### config.mk
export PLATFORM = sky130hd
export DESIGN_NAME = serial_bus_target
export DESIGN_NICKNAME = d
export VERILOG_FILES = /design/src/rtl/serial_bus_target_pkg.sv /design/src/rtl/serial_bus_target_shreg.sv /design/src/rtl/serial_bus_target.sv
export SDC_FILE = /design/constraint.sdc
export NUM_CORES = 1
export LEC_CHECK = 0
export ABC_AREA = 0
export BUFFER_PORTS_ARGS = -buffer_cell sky130_fd_sc_hd__buf_2
export CAP_MARGIN = 20
export CORE_MARGIN = 2
export CORE_UTILIZATION = 35
export DETAILED_ROUTE_END_ITERATION = 10
export HOLD_SLACK_MARGIN = 0.02
export PLACE_DENSITY_LB_ADDON = 0.15
export SYNTH_ARGS = -nofsm -noshare
export SYNTH_HDL_FRONTEND = slang
export SYNTH_SLANG_ARGS = --single-unit
### constraint.sdc
create_clock -name clk -period 2.2 [get_ports clk]
set_input_delay 0.44 -clock clk [delete_from_list [all_inputs] [get_ports clk]]
set_output_delay 0.44 -clock clk [all_outputs]
set_load 0.01 [all_outputs]
### src/rtl/serial_bus_target_pkg.sv
// Shared types and constants for the byte-serial bus target.
package serial_bus_target_pkg;

    typedef enum logic [2:0] {
        ST_IDLE,
        ST_ADDR,
        ST_CTRL,
        ST_ACCESS,
        ST_READ
    } state_e;

    localparam int CTRL_WE_BIT = 0;
    localparam int ERR_LATE    = 0;
    localparam int ERR_OVERLAP = 1;

    // Width of the slot and window counters.
    localparam int CW = 8;

endpackage

### src/rtl/serial_bus_target_shreg.sv
// NBYTES x 8 shift register: bytes enter at the top and move toward the LSB.
// A parallel load takes priority over a shift.
module byte_shift_reg #(
    parameter int NBYTES = 4
) (
    input  logic                  clk,
    input  logic                  rst,
    input  logic                  load_i,
    input  logic [8*NBYTES-1:0]   load_data_i,
    input  logic                  shift_i,
    input  logic [7:0]            shift_in_i,
    output logic [8*NBYTES-1:0]   word_o
);

    localparam int W = 8 * NBYTES;

    logic [W-1:0] word_q;
    logic [W-1:0] word_d;

    always_comb begin
        word_d = word_q;
        if (load_i) begin
            word_d = load_data_i;
        end else if (shift_i) begin
            word_d = W'({shift_in_i, word_q} >> 8);
        end
    end

    always_ff @(posedge clk) begin
        if (rst) begin
            word_q <= '0;
        end else begin
            word_q <= word_d;
        end
    end

    assign word_o = word_q;

endmodule

### src/rtl/serial_bus_target.sv
// Memory-side endpoint of the byte-serial pin bus: deserialises address,
// write data and control, runs one req/ack access, serialises read data.
module serial_bus_target
    import serial_bus_target_pkg::*;
#(
    parameter int NBYTES    = 4,
    parameter int GAP_SLOTS = 2
) (
    input  logic                  clk,
    input  logic                  rst,
    input  logic                  frame_start,
    input  logic [7:0]            addr_byte,
    input  logic [7:0]            wdata_byte,
    output logic [7:0]            rdata_byte,
    output logic                  rdata_oe,
    output logic                  mem_req,
    output logic                  mem_we,
    output logic [8*NBYTES-1:0]   mem_addr,
    output logic [8*NBYTES-1:0]   mem_wdata,
    input  logic [8*NBYTES-1:0]   mem_rdata,
    input  logic                  mem_ack,
    output logic                  busy,
    output logic                  frame_done,
    output logic [1:0]            err,
    input  logic                  err_clr
);

    localparam int W = 8 * NBYTES;
    localparam logic [CW-1:0] LAST_BYTE = CW'(NBYTES - 1);
    localparam logic [CW-1:0] LAST_WIN  = CW'(GAP_SLOTS - 1);

    state_e        state_q;
    state_e        state_d;
    logic [CW-1:0] cnt_q;
    logic [CW-1:0] cnt_d;
    logic [CW-1:0] win_q;
    logic [CW-1:0] win_d;

    logic          cap_shift;
    logic          ctrl_cyc;
    logic          last_win;
    logic          rd_shift;
    logic          last_rd;
    logic          busy_w;

    logic          req_q;
    logic          req_d;
    logic          we_q;
    logic          we_d;
    logic          oe_q;
    logic          oe_d;
    logic [7:0]    rbyte_q;
    logic [7:0]    rbyte_d;
    logic [1:0]    err_q;
    logic [1:0]    err_d;

    logic [W-1:0]  addr_w;
    logic [W-1:0]  wdata_w;
    logic [W-1:0]  rsr_w;
    logic [W-1:0]  rd_eff;
    logic [W-1:0]  rd_shifted;
    logic          ack_hit;
    logic          rsr_load;

    byte_shift_reg #(.NBYTES(NBYTES)) u_addr (
        .clk         (clk),
        .rst         (rst),
        .load_i      (1'b0),
        .load_data_i ('0),
        .shift_i     (cap_shift),
        .shift_in_i  (addr_byte),
        .word_o      (addr_w)
    );

    byte_shift_reg #(.NBYTES(NBYTES)) u_wdata (
        .clk         (clk),
        .rst         (rst),
        .load_i      (1'b0),
        .load_data_i ('0),
        .shift_i     (cap_shift),
        .shift_in_i  (wdata_byte),
        .word_o      (wdata_w)
    );

    byte_shift_reg #(.NBYTES(NBYTES)) u_rdata (
        .clk         (clk),
        .rst         (rst),
        .load_i      (rsr_load),
        .load_data_i (rd_eff),
        .shift_i     (rd_shift),
        .shift_in_i  (8'h00),
        .word_o      (rsr_w)
    );

    always_ff @(posedge clk) begin
        if (rst) begin
            state_q <= ST_IDLE;
            cnt_q   <= '0;
            win_q   <= '0;
        end else begin
            state_q <= state_d;
            cnt_q   <= cnt_d;
            win_q   <= win_d;
        end
    end

    // The window counter runs to the end even after an early ack,
    // so every frame has the same slot timing.
    always_comb begin
        state_d = state_q;
        cnt_d   = cnt_q;
        win_d   = win_q;
        case (state_q)
            ST_IDLE: begin
                if (frame_start) begin
                    cnt_d   = CW'(1);
                    state_d = (NBYTES == 1) ? ST_CTRL : ST_ADDR;
                end
            end
            ST_ADDR: begin
                cnt_d = cnt_q + CW'(1);
                if (cnt_q == LAST_BYTE) begin
                    state_d = ST_CTRL;
                end
            end
            ST_CTRL: begin
                win_d   = '0;
                state_d = ST_ACCESS;
            end
            ST_ACCESS: begin
                if (win_q == LAST_WIN) begin
                    cnt_d   = '0;
                    state_d = ST_READ;
                end else begin
                    win_d = win_q + CW'(1);
                end
            end
            ST_READ: begin
                cnt_d = cnt_q + CW'(1);
                if (cnt_q == LAST_BYTE) begin
                    state_d = ST_IDLE;
                end
            end
            default: state_d = ST_IDLE;
        endcase
    end

    always_comb begin
        busy_w    = (state_q != ST_IDLE);
        cap_shift = 1'b0;
        ctrl_cyc  = 1'b0;
        last_win  = 1'b0;
        rd_shift  = 1'b0;
        last_rd   = 1'b0;
        case (state_q)
            ST_IDLE:   cap_shift = frame_start;
            ST_ADDR:   cap_shift = 1'b1;
            ST_CTRL:   ctrl_cyc  = 1'b1;
            ST_ACCESS: last_win  = (win_q == LAST_WIN);
            ST_READ: begin
                rd_shift = 1'b1;
                last_rd  = (cnt_q == LAST_BYTE);
            end
            default: ;
        endcase
    end

    // req only rises in the window, so req_q alone qualifies the ack.
    assign ack_hit    = req_q & mem_ack;
    assign rd_eff     = req_q ? (mem_ack ? mem_rdata : '0) : rsr_w;
    assign rsr_load   = ack_hit | last_win;
    assign rd_shifted = rsr_w >> 8;

    always_comb begin
        req_d   = req_q;
        we_d    = we_q;
        oe_d    = oe_q;
        rbyte_d = rbyte_q;
        err_d   = err_clr ? 2'b00 : err_q;

        if (ctrl_cyc) begin
            req_d = 1'b1;
            we_d  = addr_byte[CTRL_WE_BIT];
        end
        if (ack_hit || last_win) begin
            req_d = 1'b0;
        end
        if (last_win && req_q && !mem_ack) begin
            err_d[ERR_LATE] = 1'b1;
        end
        if (frame_start && busy_w) begin
            err_d[ERR_OVERLAP] = 1'b1;
        end

        // Read byte is registered one slot ahead of the pin slot.
        if (last_win) begin
            oe_d    = ~we_q;
            rbyte_d = we_q ? 8'h00 : rd_eff[7:0];
        end else if (rd_shift) begin
            if (last_rd) begin
                oe_d    = 1'b0;
                rbyte_d = 8'h00;
            end else begin
                rbyte_d = we_q ? 8'h00 : rd_shifted[7:0];
            end
        end
    end

    always_ff @(posedge clk) begin
        if (rst) begin
            req_q   <= 1'b0;
            we_q    <= 1'b0;
            oe_q    <= 1'b0;
            rbyte_q <= 8'h00;
            err_q   <= 2'b00;
        end else begin
            req_q   <= req_d;
            we_q    <= we_d;
            oe_q    <= oe_d;
            rbyte_q <= rbyte_d;
            err_q   <= err_d;
        end
    end

    assign rdata_byte = rbyte_q;
    assign rdata_oe   = oe_q;
    assign mem_req    = req_q;
    assign mem_we     = we_q;
    assign mem_addr   = addr_w;
    assign mem_wdata  = wdata_w;
    assign busy       = busy_w;
    assign frame_done = last_rd;
    assign err        = err_q;

endmodule

## Word level (Yosys, flattened, before mapping)

Cells that the tools add are included.

- Word-level logic and storage cells: 81
- Bits in latches: 0
- Memory bits (read-only): 0
- Bits of input ports: 53
- Bits in registers: 128
- Memories kept: 0
- Memory bits (writable): 0
- Output and inout bits: 79

- Order comparisons: 0
- Mux-type cells: 30
- $mul: 0
- Bitwise logic cells: 3
- Equal/unequal tests: 12
- Reductions and logical operators: 21
- Div/mod/pow operators: 0
- Shifts and indexed selects: 0
- Add/subtract/negate cells: 2

Operators by type and width:

| kind | count |
|---|---|
| $mux W32 | 4 |
| $mux W8 | 8 |
| $pmux W8 S3 | 1 |
| $add A8 B1 Y8 const B | 2 |
| $pmux W8 S2 | 1 |
| $pmux W3 S5 | 1 |
| $mux W3 | 4 |
| $ne A2 B2 Y1 const B | 6 |
| $reduce_bool A2 Y1 | 6 |
| $mux W1 | 9 |
| $eq A8 B1 Y1 const B | 1 |
| $eq A8 B2 Y1 const B | 1 |
| $eq A3 B2 Y1 const B | 2 |
| $reduce_and A2 Y1 | 3 |
| $reduce_bool A3 Y1 | 2 |
| $reduce_and A4 Y1 | 1 |
| $reduce_or A2 Y1 | 2 |
| $eq A3 B1 Y1 const B | 1 |
| $eq A3 B3 Y1 const B | 1 |
| $logic_and A1 B1 Y1 | 3 |
| $logic_not A3 Y1 | 1 |
| $reduce_and A3 Y1 | 1 |
| $mux W2 | 1 |
| $pmux W1 S2 | 1 |
| other kinds (5) | 5 |

## Logic depth before layout (Yosys ltp)

Gate-level depths: netlist (run 1).

- Depth in word-level cells: 5
- Depth in mapped cells: 7
- Depth with buffers taken out: 6

## Modules after synthesis

Synthesis (run 1) repeated with hierarchy kept, for this count alone.

- Cell total of the unflattened synthesis: 661
- Area total of the unflattened synthesis: 6503.7 um^2

Modules (own cells, without submodules):

| module | instances | cells an instance | area each (um^2) | seq. area each (um^2) |
|---|---|---|---|---|
| byte_shift_reg | 3 | 142 | 1510.2 | 640.6 |
| serial_bus_target | 1 | 235 | 1973.1 | 640.6 |

## Least setup slack after synthesis (run 1)

Ideal clock, no wire load.

- Kind: flip-flop to flip-flop
- Start point: register win_q[0]
- End point: register rbyte_q[5] (netlist: rdata_byte[5])
- Library setup time: 0.088 ns
- Buffers on the path: 1
- Cell stages (with the launch flop): 7
- Arrival: 1.818 ns
- Period minus slack after synthesis: 1.906 ns
- Required time: 2.112 ns
- Setup slack: 0.294 ns
- Cells stage by stage: dfxtp_1 -> ha_1 -> or4b_4 -> o31ai_4 -> buf_6 -> nor2_1 -> a311oi_2

- Cells in the longest elaborated chain, start to end: 3
- Elaborated cells on any way between the ends: 4
- Those cells by class: eq/ne (1); mux (2); reduce/logical (1)

Ends and longest elaborated chain:

| item | RTL line | text |
|---|---|---|
| start, declared | serial_bus_target.sv:36 | `logic [CW-1:0] win_q;` |
| start signal, assigned | serial_bus_target.sv:103 | `win_q <= win_d;` |
| $eq A8 B1 Y1 * | serial_bus_target.sv:159 | `ST_ACCESS: last_win = (win_q == LAST_WIN);` |
| $mux W1 * | serial_bus_target.sv:155 | `case (state_q)` |
| $mux W8 / $reduce_bool A2 Y1 (equally long branches) | - |  |
| end signal, assigned | serial_bus_target.sv:220 | `rbyte_q <= rbyte_d;` |
| end, declared | serial_bus_target.sv:52 | `logic [7:0] rbyte_q;` |

Mark *: on every way between the ends. The rest lies on a longest branch, timed or not.
A chain may end at the register's enable or synchronous reset.

## Worst setup path after layout (run 1)

- Start point: register cnt_q[0]
- End point: output port frame_done

- Cells in the longest elaborated chain, start to end: 2

Ends and longest elaborated chain:

| item | RTL line | text |
|---|---|---|
| start, declared | serial_bus_target.sv:34 | `logic [CW-1:0] cnt_q;` |
| start signal, assigned | serial_bus_target.sv:102 | `cnt_q <= cnt_d;` |
| $eq A8 B2 Y1 | serial_bus_target.sv:162 | `last_rd = (cnt_q == LAST_BYTE);` |
| $mux W1 | serial_bus_target.sv:155 |  |
| end, declared | serial_bus_target.sv:23 | `output logic frame_done,` |

Every way passes these cells.

==> impl_results.md, run 1 <==
* Status: complete, no violations
* Initial core utilization at 0.358
* Pwr dens at 801 mW/mm2
* Hold crit path type: in -> reg
* Synth Instances at 650
* Post-Syn Nets at 706
* Maximum fanout along the worst path at 6
* DR vias at 5,063
* #FFs+latches synth at 128
* Pleak at 2.64 nW
* FILL cells at 1,522
* Synth cell types at 52
* Via density at 5.17
* Crit path arrival time at 1.63 ns
* Number of diodes at 0
* Number of flops mapped to enable cells by yosys at 0
* Antenna-violating nets left at 0
* PortBufs at 131
* Max-slew violations at 0
* Die W at 128 um
* Maximum clock frequency at 0.483 GHz
* Synth Flop Type: dfxtp_1
* Fraction of layout cells with a size suffix above 1 at 0.258
* Crit path capture type: primary output
* Synth top area share at 0.473
* DRT iter0 DRCs at 279
* Synth area leader: dfxtp_1
* Count leader, synth: nand2_1
* Peak VDD IR at 0.000558 V
* Bufs on Longest Clock Path at 2
* Worst hold slack at 0.254 ns
* Setup TNS at 0 ns
* Overall Global Routing Usage at 0.183
* CTS H-tree depth at 4
* Period utilization at 0.940
* Die area at 0.0165 mm2
* DRC at 0
* Fin crit period at 2.07 ns
* Sequential-to-total area share from yosys stat at 0.473
* Area growth syn-to-layout at 28.1%
* RePlAce Congestion at 0.810
* First-pass GRT wire length at 23,900 um
* Reg clk slew, reported paths at 0.06 ns
* # IOs at 132
* Final hold violations at 0
* Nets@finish at 835
* Yosys warning count at 0
* WS Path Type: reg -> out
* Final Setup Violations at 0
* CTS buffer count at 17
* Clock root cell: clkbuf_16
* # clock sinks at 128
* Startpoint types: flip-flop
* Commonest cells in the netlist: 154 x nand2_1, 128 x dfxtp_1, 88 x a21oi_1
* Slew @ Worst Pin at 0.475 ns
* Ys async rst share at 0
* Die H at 128 um
* CTS tree: yes
* TritonRoute pass-1 iters at 4
* Required time worst endpoint at 1.76 ns
* Avg WL per Cell at 14.8 um
* Avg Cell Area, Syn at 8.33 um2
* Vias in the first global route at 4,843
* Mapped cell area at 0.00542 mm2
* Core box area at 0.0151 mm2
* RSZ-0062 raised after global routing: no
* Largest net degree at the start of global routing at 65
* Final wirelength at 14,500 um
* # rows at 45
* Synth top area cells: dfxtp_1 47%, nand2_1 11%, a21oi_1 8.1%
* Fin Clk Skew at 0.0138 ns
* GRT overflow at 0
* Clk_lat worst skew at 0.42 ns
* Max-cap violations at 0
* Relative slew slack at 0.681
* Initial antenna violation count at 0
* HPWL Detailed at 9860 um
[critical path, stage by stage, from the launching register on]
cell and delay (ns):
dfxtp_4 0.38, ha_4 0.15, nor4b_2 0.19, buf_4 0.16, nand3_1 0.13, inv_1 0.08, buf_2 0.13
[cell families (layout without fill, tap and decap cells)]
| logic type | Yosys count | after routing | synth area share |
|---|---|---|---|
| buffers and inverters | 77 | 219 | 0.0582 |
| AOI/OAI and AO/OA | 167 | 167 | 0.197 |
| muxes | 19 | 19 | 0.0351 |
| xor gates and xnor gates | 2 | 2 | 0.00324 |
| and+or+nand+nor | 254 | 254 | 0.226 |
| adders and majority gates | 3 | 3 | 0.00693 |
| DFF | 128 | 128 | 0.473 |
[final timing paths]
kind	depth (start not counted)	slack, ns	startpoint	endpoint
max	6	0.13	cnt_q[0]	frame_done
min	3	0.25	addr_byte[2]	u_addr.word_o[26]
max reg2reg	6	0.18	win_q[1]	u_rdata.word_o[8]
min reg2reg	2	0.45	u_wdata.word_o[4]	u_wdata.word_o[4]
[state kept, by name (all words and copies together) (netlist names)]
signal	cells
mem_req	1
win_q	8
u_addr.word_o	32
state_q	3
rdata_byte	8
err	2
mem_we	1
cnt_q	8
u_rdata.word_o	32
u_wdata.word_o	32
rdata_oe	1
[per-stage QoR]
step | power, mW | area (um2) | std cells | utilization | setup WS (ns)
after global placement | 2.84 | 6330 | 948 | 0.418 | 0.221
after detailed placement | 2.85 | 6330 | 948 | 0.418 | 0.182
after floorplan | 2.67 | 5420 | 650 | - | 0.294
after CTS | 5.64 | 6930 | 980 | 0.457 | 0.00937
final | 5.56 | 6940 | 980 | 0.458 | 0.132
after global routing | 5.79 | 6940 | 980 | 0.458 | 0.00340
[cells in the final DEF, fill, tap and decap left out, types with 6 or more instances in the layout]
cell | synthesis | layout
nand2_1 | 154 | 154
mux2i_1 | 19 | 19
inv_1 | 31 | 31
nand3_1 | 24 | 24
o32ai_1 | 16 | 16
o31ai_1 | 8 | 8
or4_1 | 6 | 6
dfxtp_1 | 128 | 126
nand4b_1 | 8 | 8
o21ai_0 | 11 | 11
a31oi_1 | 9 | 9
buf_2 | 9 | 130
or3_1 | 10 | 10
nor2_1 | 20 | 20
a311oi_1 | 9 | 9
clkbuf_16 | 0 | 17
a21oi_1 | 88 | 88
buf_4 | 0 | 23
o211ai_1 | 9 | 9
nand2b_1 | 6 | 6
[repair_timing]
item | in CTS | in global routing
setup buffers | 0 | 0
gates resized for setup | 4 | 2
hold buffers | 0 | 0
setup endpoints to repair | 1 | 1
[final cells by class]
class | instances | area, um2 | area share
clock buffer | 22 | 474 | 0.0683
tap | 188 | 235 | 0.0339
multi-input combinational | 445 | 2570 | 0.370
sequential | 128 | 2570 | 0.370
timing repair buffer | 155 | 863 | 0.124
clock inverter | 10 | 110 | 0.0159
inverter | 32 | 120 | 0.0173
[metal layers]
| layer | up-vias | track usage | wire, um |
|---|---|---|---|
| li1 | 2541 | - | - |
| met1 | 2372 | 0.232 | 6370 |
| met2 | 135 | 0.282 | 6830 |
| met3 | 15 | 0.0736 | 1070 |
| met4 | 0 | 0.0659 | 202 |
| met5 | - | 0 | 0 |
[report_power, final]
group | switching, mW | leakage [nW] | internal [mW]
Clock | 1.01 | 0.290 | 1.75
Combinational | 0.236 | 1.31 | 0.141
Sequential | 0.0490 | 1.04 | 2.38
Total | 1.29 | 2.64 | 4.27
(Power assumes the default switching activity.)
==> run 2, diff against run 1 <==
--- a/config.mk
+++ b/config.mk
@@ -11,7 +11,7 @@
 export CORE_MARGIN = 2
 export CORE_UTILIZATION = 35
 export DETAILED_ROUTE_END_ITERATION = 10
-export HOLD_SLACK_MARGIN = 0.02
+export HOLD_SLACK_MARGIN = 0.03
 export PLACE_DENSITY_LB_ADDON = 0.15
 export SYNTH_ARGS = -nofsm -noshare
 export SYNTH_HDL_FRONTEND = slang
==> constraint.sdc (replaced) <==
create_clock -name clk -period 2.2 [get_ports clk]
set_input_delay 0.44 -clock clk [delete_from_list [all_inputs] [get_ports clk]]
set_output_delay 0.44 -clock clk [all_outputs]
set_load 0.005 [all_outputs]
==> impl_results.md, run 2 (same netlist as run 1, synthesis figures left out) <==
* Status: complete, no violations
* Final Setup Violations at 0 (unchanged)
* Peak VDD IR at 0.000631 V (+13%)
* Nets@finish at 839 (+0.48%)
* Vias in the first global route at 4,858 (+0.31%)
* Antenna-violating nets left at 0 (unchanged)
* Avg WL per Cell at 14.9 um (+0.88%)
* First-pass GRT wire length at 24,000 um (+0.70%)
* Crit-path cells: ha_4 > nor4b_2 > buf_4 > nand3_1 > inv_1 > buf_2
* Period utilization at 0.929 (-0.0112)
* DRC at 0 (unchanged)
* Initial core utilization at 0.358 (unchanged)
* CTS tree: yes
* Startpoint types: flip-flop
* Crit path arrival time at 1.60 ns (-0.03 ns)
* HPWL Detailed at 10,100 um (+2.0%)
* # hold bufs at CTS at 0 (unchanged)
* RePlAce Congestion at 0.859 (+6.0%)
* Overall Global Routing Usage at 0.182 (-0.000217)
* Reg clk slew, reported paths at 0.05 ns (about the same)
* Clock root cell: clkbuf_16
* Maximum clock frequency at 0.489 GHz (+1.2%)
* Via density at 5.15 (-0.23%)
* Hold_sp: addr_byte[1]
* FF/Latch Area at 0.00257 mm2 (unchanged)
* Die area at 0.0165 mm2 (unchanged)
* CTS buffer count at 17 (unchanged)
* WS Path Type: reg -> out
* FILL cells at 1,500 (-1.4%)
* GRT overflow at 0 (unchanged)
* Number of diodes at 0 (unchanged)
* RR Endpoint: u_rdata.word_o[10]
* DRT iter0 DRCs at 290 (+3.9%)
* Pwr dens at 788 mW/mm2 (-1.6%)
* Commonest non-fill, non-tap cells in the layout: 154 x nand2_1, 130 x buf_2, 126 x dfxtp_1
* Maximum fanout along the worst path at 6 (unchanged)
* Area of the multi-input gates at 0.00257 mm2 (unchanged)
* RSZ-0062 raised after global routing: no
* Initial antenna violation count at 0 (unchanged)
* Fraction of layout cells with a size suffix above 1 at 0.263 (+0.00499)
* Final wirelength at 14,700 um (+1.3%)
* Clock share of power at 0.493 (-0.003)
* Flop pwr share at 0.440 (+0.004)
* Switching Share at 0.233 (about the same)
* Bufs on Longest Clock Path at 2 (unchanged)
* Int Pwr at 4.22 mW (-1.1%)
* Hold crit path type: in -> reg
* Combinational power share at 0.067 (about the same)
* PortBufs at 131 (unchanged)
* Slowest-stage cell, CP: dfxtp_4
* Critical R2R Launch: win_q[1]
* Hold path depth at 3 (unchanged)
* Worst hold slack at 0.265 ns (+0.0114 ns)
* # clock sinks at 128 (unchanged)
* Commonest non-fill, non-tap cell in the layout: nand2_1
* Hold endpoint: u_addr.word_o[25]
* Largest net degree at the start of global routing at 65 (unchanged)
* Area growth syn-to-layout at 28.8%
* Relative slew slack at 0.680 (-0.000810)
* Max-slew violations at 0 (unchanged)
* CTS H-tree depth at 4 (unchanged)
* Die H at 128 um (unchanged)
* Clk_lat worst skew at 0.42 ns (about the same)
* # rows at 45 (unchanged)
* Setup TNS at 0 ns (unchanged)
* Final hold violations at 0 (unchanged)
* Crit path capture type: primary output
* Core box area at 0.0151 mm2 (unchanged)
* Slew @ Worst Pin at 0.480 ns (+0.00479 ns)
* Max-cap violations at 0 (unchanged)
* DR vias at 5,072 (+0.18%)
* Depth of the most critical reg-to-reg path at 7 (+1)
* # IOs at 132 (unchanged)
* Required time worst endpoint at 1.76 ns (about the same)
* TritonRoute pass-1 iters at 4 (unchanged)
* Largest stage delay on the critical path at 0.38 ns (about the same)
* Fin crit period at 2.04 ns (-0.0246 ns)
* Pleak at 2.65 nW (+0.57%)
* Net switching power at 1.28 mW (-1.1%)
* Die W at 128 um (unchanged)
* Reg2reg setup slack at 0.22 ns (+0.04 ns)
* Fin Clk Skew at 0.00820 ns (-0.00559 ns)
==> run 2: changes by cell type in the layout (fill, tap and decap cells not counted) <==
cell	change
clkbuf_8	+2
clkinv_4	-1
clkbuf_1	-1
buf_12	+1
buf_4	+3
clkinv_2	-1
bufinv_16	-1
clkinvlp_4	+2
==> run 2: critical path, delay by kind of cell (launching register included) <==
| family | cells | cell delay [ns] |
|---|---|---|
| fa+ha+maj | 1 | 0.15 |
| buf+inv | 3 | 0.35 |
| flops | 1 | 0.38 |
| simple gates | 2 | 0.30 |
==> run 2: worst max path at each step <==
stage                     startpoint            endpoint  slack [ns]
after floorplan             win_q[0]       rdata_byte[5]        0.30
after global placement      win_q[1]  u_rdata.word_o[21]        0.21
after detailed placement    win_q[1]  u_rdata.word_o[10]        0.14
after CTS                   cnt_q[0]          frame_done        0.02
after global routing        cnt_q[0]          frame_done       0.009
final                       cnt_q[0]          frame_done        0.16
==> run 2: per-layer routing <==
layer | track usage | routed length [um]
met1 | 0.222 | 6510
met5 | 0 | 0
met3 | 0.0682 | 1070
met4 | 0.0698 | 218
met2 | 0.294 | 6860
==> run 2: power by group through the flow <==
stage | Clock (mW) | Combinational [mW] | Sequential, mW
finish | 2.71 | 0.369 | 2.42
global route | 2.88 | 0.414 | 2.43
CTS | 2.78 | 0.373 | 2.42
detailed placement | 0 | 0.371 | 2.47
global placement | 0 | 0.368 | 2.47
floorplan | 0 | 0.186 | 2.47
==> run 2: cell type report <==
cell class                      instances  share of cell area
Multi-Input combinational cell        445               0.368
Clock inverter                          9              0.0117
Inverter                               32              0.0172
Tap cell                              188              0.0337
Timing Repair Buffer                  159               0.130
Sequential cell                       128               0.368
Clock buffer                           23              0.0714
==> run 2: through the flow <==
stage | instance area, um2 | setup slack [ns] | total power [mW] | instances | util
global route | 6980 | 0.00931 | 5.73 | 984 | 0.461
global placement | 6360 | 0.212 | 2.83 | 950 | 0.420
CTS | 6950 | 0.0228 | 5.57 | 982 | 0.459
finish | 6980 | 0.156 | 5.50 | 984 | 0.461
floorplan | 5420 | 0.297 | 2.65 | 650 | -
detailed placement | 6360 | 0.145 | 2.84 | 950 | 0.420
==> run 2: timing repair <==
item,in CTS,in global routing
hold endpoints to repair,0,0
buffers inserted,0,2
pin swaps,0,1
endpoints found under the setup margin,1,15
cloned,0,0
resized for setup,4,2
==> run 3, diff against run 2 <==
==> constraint.sdc (replaced) <==
create_clock -name clk -period 1.75 [get_ports clk]
set_input_delay 0.35 -clock clk [delete_from_list [all_inputs] [get_ports clk]]
set_output_delay 0.35 -clock clk [all_outputs]
set_load 0.005 [all_outputs]
==> impl_results.md, run 3 (same netlist as run 1, synthesis figures left out) <==
* Status: finished with violations
* Failing checks: negative setup slack
* Fin Clk Skew at 0.00583 ns (-0.00237 ns)
* Worst path bufs/invs at 2 (-1)
* Peak VDD IR at 0.000758 V (+20%)
* Crit path capture type: flip-flop
* Die H at 128 um (unchanged)
* Reg clk slew, reported paths at 0.06 ns (about the same)
* Core box area at 0.0151 mm2 (unchanged)
* Setup slack after layout at -0.0769 ns (-0.233 ns)
* Worst hold slack at 0.175 ns (-0.0901 ns)
* TritonRoute pass-1 iters at 5 (+1)
* Largest net degree at the start of global routing at 65 (unchanged)
* Dpl cell area at 0.00670 mm2 (+5.3%)
* Initial antenna violation count at 1 (+1)
* # clock sinks at 128 (unchanged)
* First-pass GRT wire length at 25,000 um (+4.0%)
* Final wirelength at 15,600 um (+6.3%)
* Antenna-violating nets left at 0 (unchanged)
* Period utilization at 1.04
* Bufs on Longest Clock Path at 2 (unchanged)
* Slowest-stage cell, CP: or4b_4
* Clock root cell: clkbuf_16
* Largest delay share family, worst path: simple AND/OR/NAND/NOR gates
* Final Cell Area at 0.00772 mm2 (+11%)
* # IOs at 132 (unchanged)
* Fin crit period at 1.83 ns
* # hold bufs at CTS at 0 (unchanged)
* DR vias at 5,245 (+3.4%)
* Area growth syn-to-layout at 42.6%
* Crit path arrival time at 2.14 ns (+0.54 ns)
* CTS tree: yes
* Avg WL per Cell at 15.3 um (+2.5%)
* Maximum clock frequency at 0.547 GHz
* HPWL Detailed at 10,400 um (+3.7%)
* Required time worst endpoint at 2.07 ns (+0.31 ns)
* Overall Global Routing Usage at 0.190 (+0.00723)
* Startpoint types: flip-flop
* Die area at 0.0165 mm2 (unchanged)
* Nets@finish at 874 (+4.2%)
* Max-slew violations at 0 (unchanged)
* DRC at 0 (unchanged)
* Dpl cells at 972 (+2.3%)
* Commonest non-fill, non-tap cells in the layout: 152 x nand2_1, 129 x buf_2, 119 x dfxtp_1
* Commonest non-fill, non-tap cell in the layout: nand2_1
* Via density at 5.14 (-0.24%)
* Initial core utilization at 0.358 (unchanged)
* Slew @ Worst Pin at 0.595 ns (+0.115 ns)
* Vias in the first global route at 5,113 (+5.2%)
* Hold crit path type: in -> reg
* Relative slew slack at 0.598 (-0.0822)
* CTS buffer count at 17 (unchanged)
* Final Setup Violations at 16 (+16)
* Pleak at 2.94 nW (+11%)
* Fin cells at 1,020 (+3.7%)
* Max-cap violations at 0 (unchanged)
* # rows at 45 (unchanged)
* GRT overflow at 0 (unchanged)
* Fraction of layout cells with a size suffix above 1 at 0.357 (+0.0948)
* Pwr dens at 923 mW/mm2 (+17%)
* Setup TNS at -0.624 ns (-0.624 ns)
* Die W at 128 um (unchanged)
* CTS H-tree depth at 4 (unchanged)
* RePlAce Congestion at 0.829 (-3.5%)
* Clk_lat worst skew at 0.41 ns (about the same)
* Largest stage delay on the critical path at 0.54 ns (+0.16 ns)
* RSZ-0062 raised after global routing: yes
* DRT iter0 DRCs at 226 (-22%)
* FILL cells at 1,462 (-2.5%)
* PortBufs at 131 (unchanged)
* Crit-path cells: inv_2 > ha_4 > or4b_4 > o31ai_4 > buf_12 > nor2_1 > a311oi_1
* Final hold violations at 0 (unchanged)
* Maximum fanout along the worst path at 16 (+10)
* WS Path Type: reg -> reg
-- run 3: cell types whose count changed in the layout (fill, tap and decap cells not counted), sizes merged --
cell	change
buf	+33
clkbuf	-4
clkinv	+3
bufinv	+2
clkinvlp	-1
diode	+1
inv	+1
o21ai	+1
-- run 3: worst paths after layout --
kind / startpoint / end / slack (ns) / depth (start not counted)
worst max-delay path: win_q[1] / rdata_byte[1] / -0.08 / 7
worst min-delay path: addr_byte[3] / u_addr.word_o[27] / 0.18 / 3
worst max register to register: win_q[1] / rdata_byte[1] / -0.08 / 7
worst min register to register: u_wdata.word_o[5] / u_wdata.word_o[5] / 0.45 / 2
-- run 3: through the flow --
stage               power [mW]  setup slack [ns]   util
finish                    7.13           -0.0769  0.510
global route              7.40            -0.151  0.510
CTS                       7.18           -0.0990  0.493
detailed placement        3.60            -0.142  0.442
global placement          3.59            -0.102  0.442
floorplan                 3.34            -0.113      -
-- run 3: repair_timing --
item                                    CTS  global route
resized for setup                        28            37
endpoints found under the setup margin   40            47
gates cloned                              1             2
setup buffers                             5             8
pin swaps                                18            16
-- run 3: power breakdown --
group | total, mW | leakage [nW] | internal [mW] | switching, mW
Sequential | 3.04 | 1.04 | 2.98 | 0.0555
Clock | 3.57 | 0.290 | 2.23 | 1.33
Combinational | 0.522 | 1.60 | 0.216 | 0.306
-- run 3: layout make-up --
cell class	count	area, um2	share of cell area
clock buffers	18	429	0.0556
multi-input cells	446	2910	0.376
diodes	1	2.50	0.000324
flip-flops and latches	128	2580	0.334
inverters	32	120	0.0156
repair buffers	193	1280	0.166
clock inverters	14	165	0.0214
well taps	188	235	0.0305
-- run 3: tightest hold or removal path, cell delays in order --
cell	delay, ns
buf_2	0.09
nand2_1	0.04
a21oi_1	0.05
-- run 3: per-layer routing --
metal | up-vias | share of wire | GRT usage | wire, um
li1 | 2618 | - | - | -
met1 | 2463 | 0.45 | 0.233 | 6990
met2 | 136 | 0.47 | 0.304 | 7260
met3 | 28 | 0.061 | 0.0669 | 947
met4 | 0 | 0.024 | 0.0776 | 381
met5 | - | 0 | 0 | 0
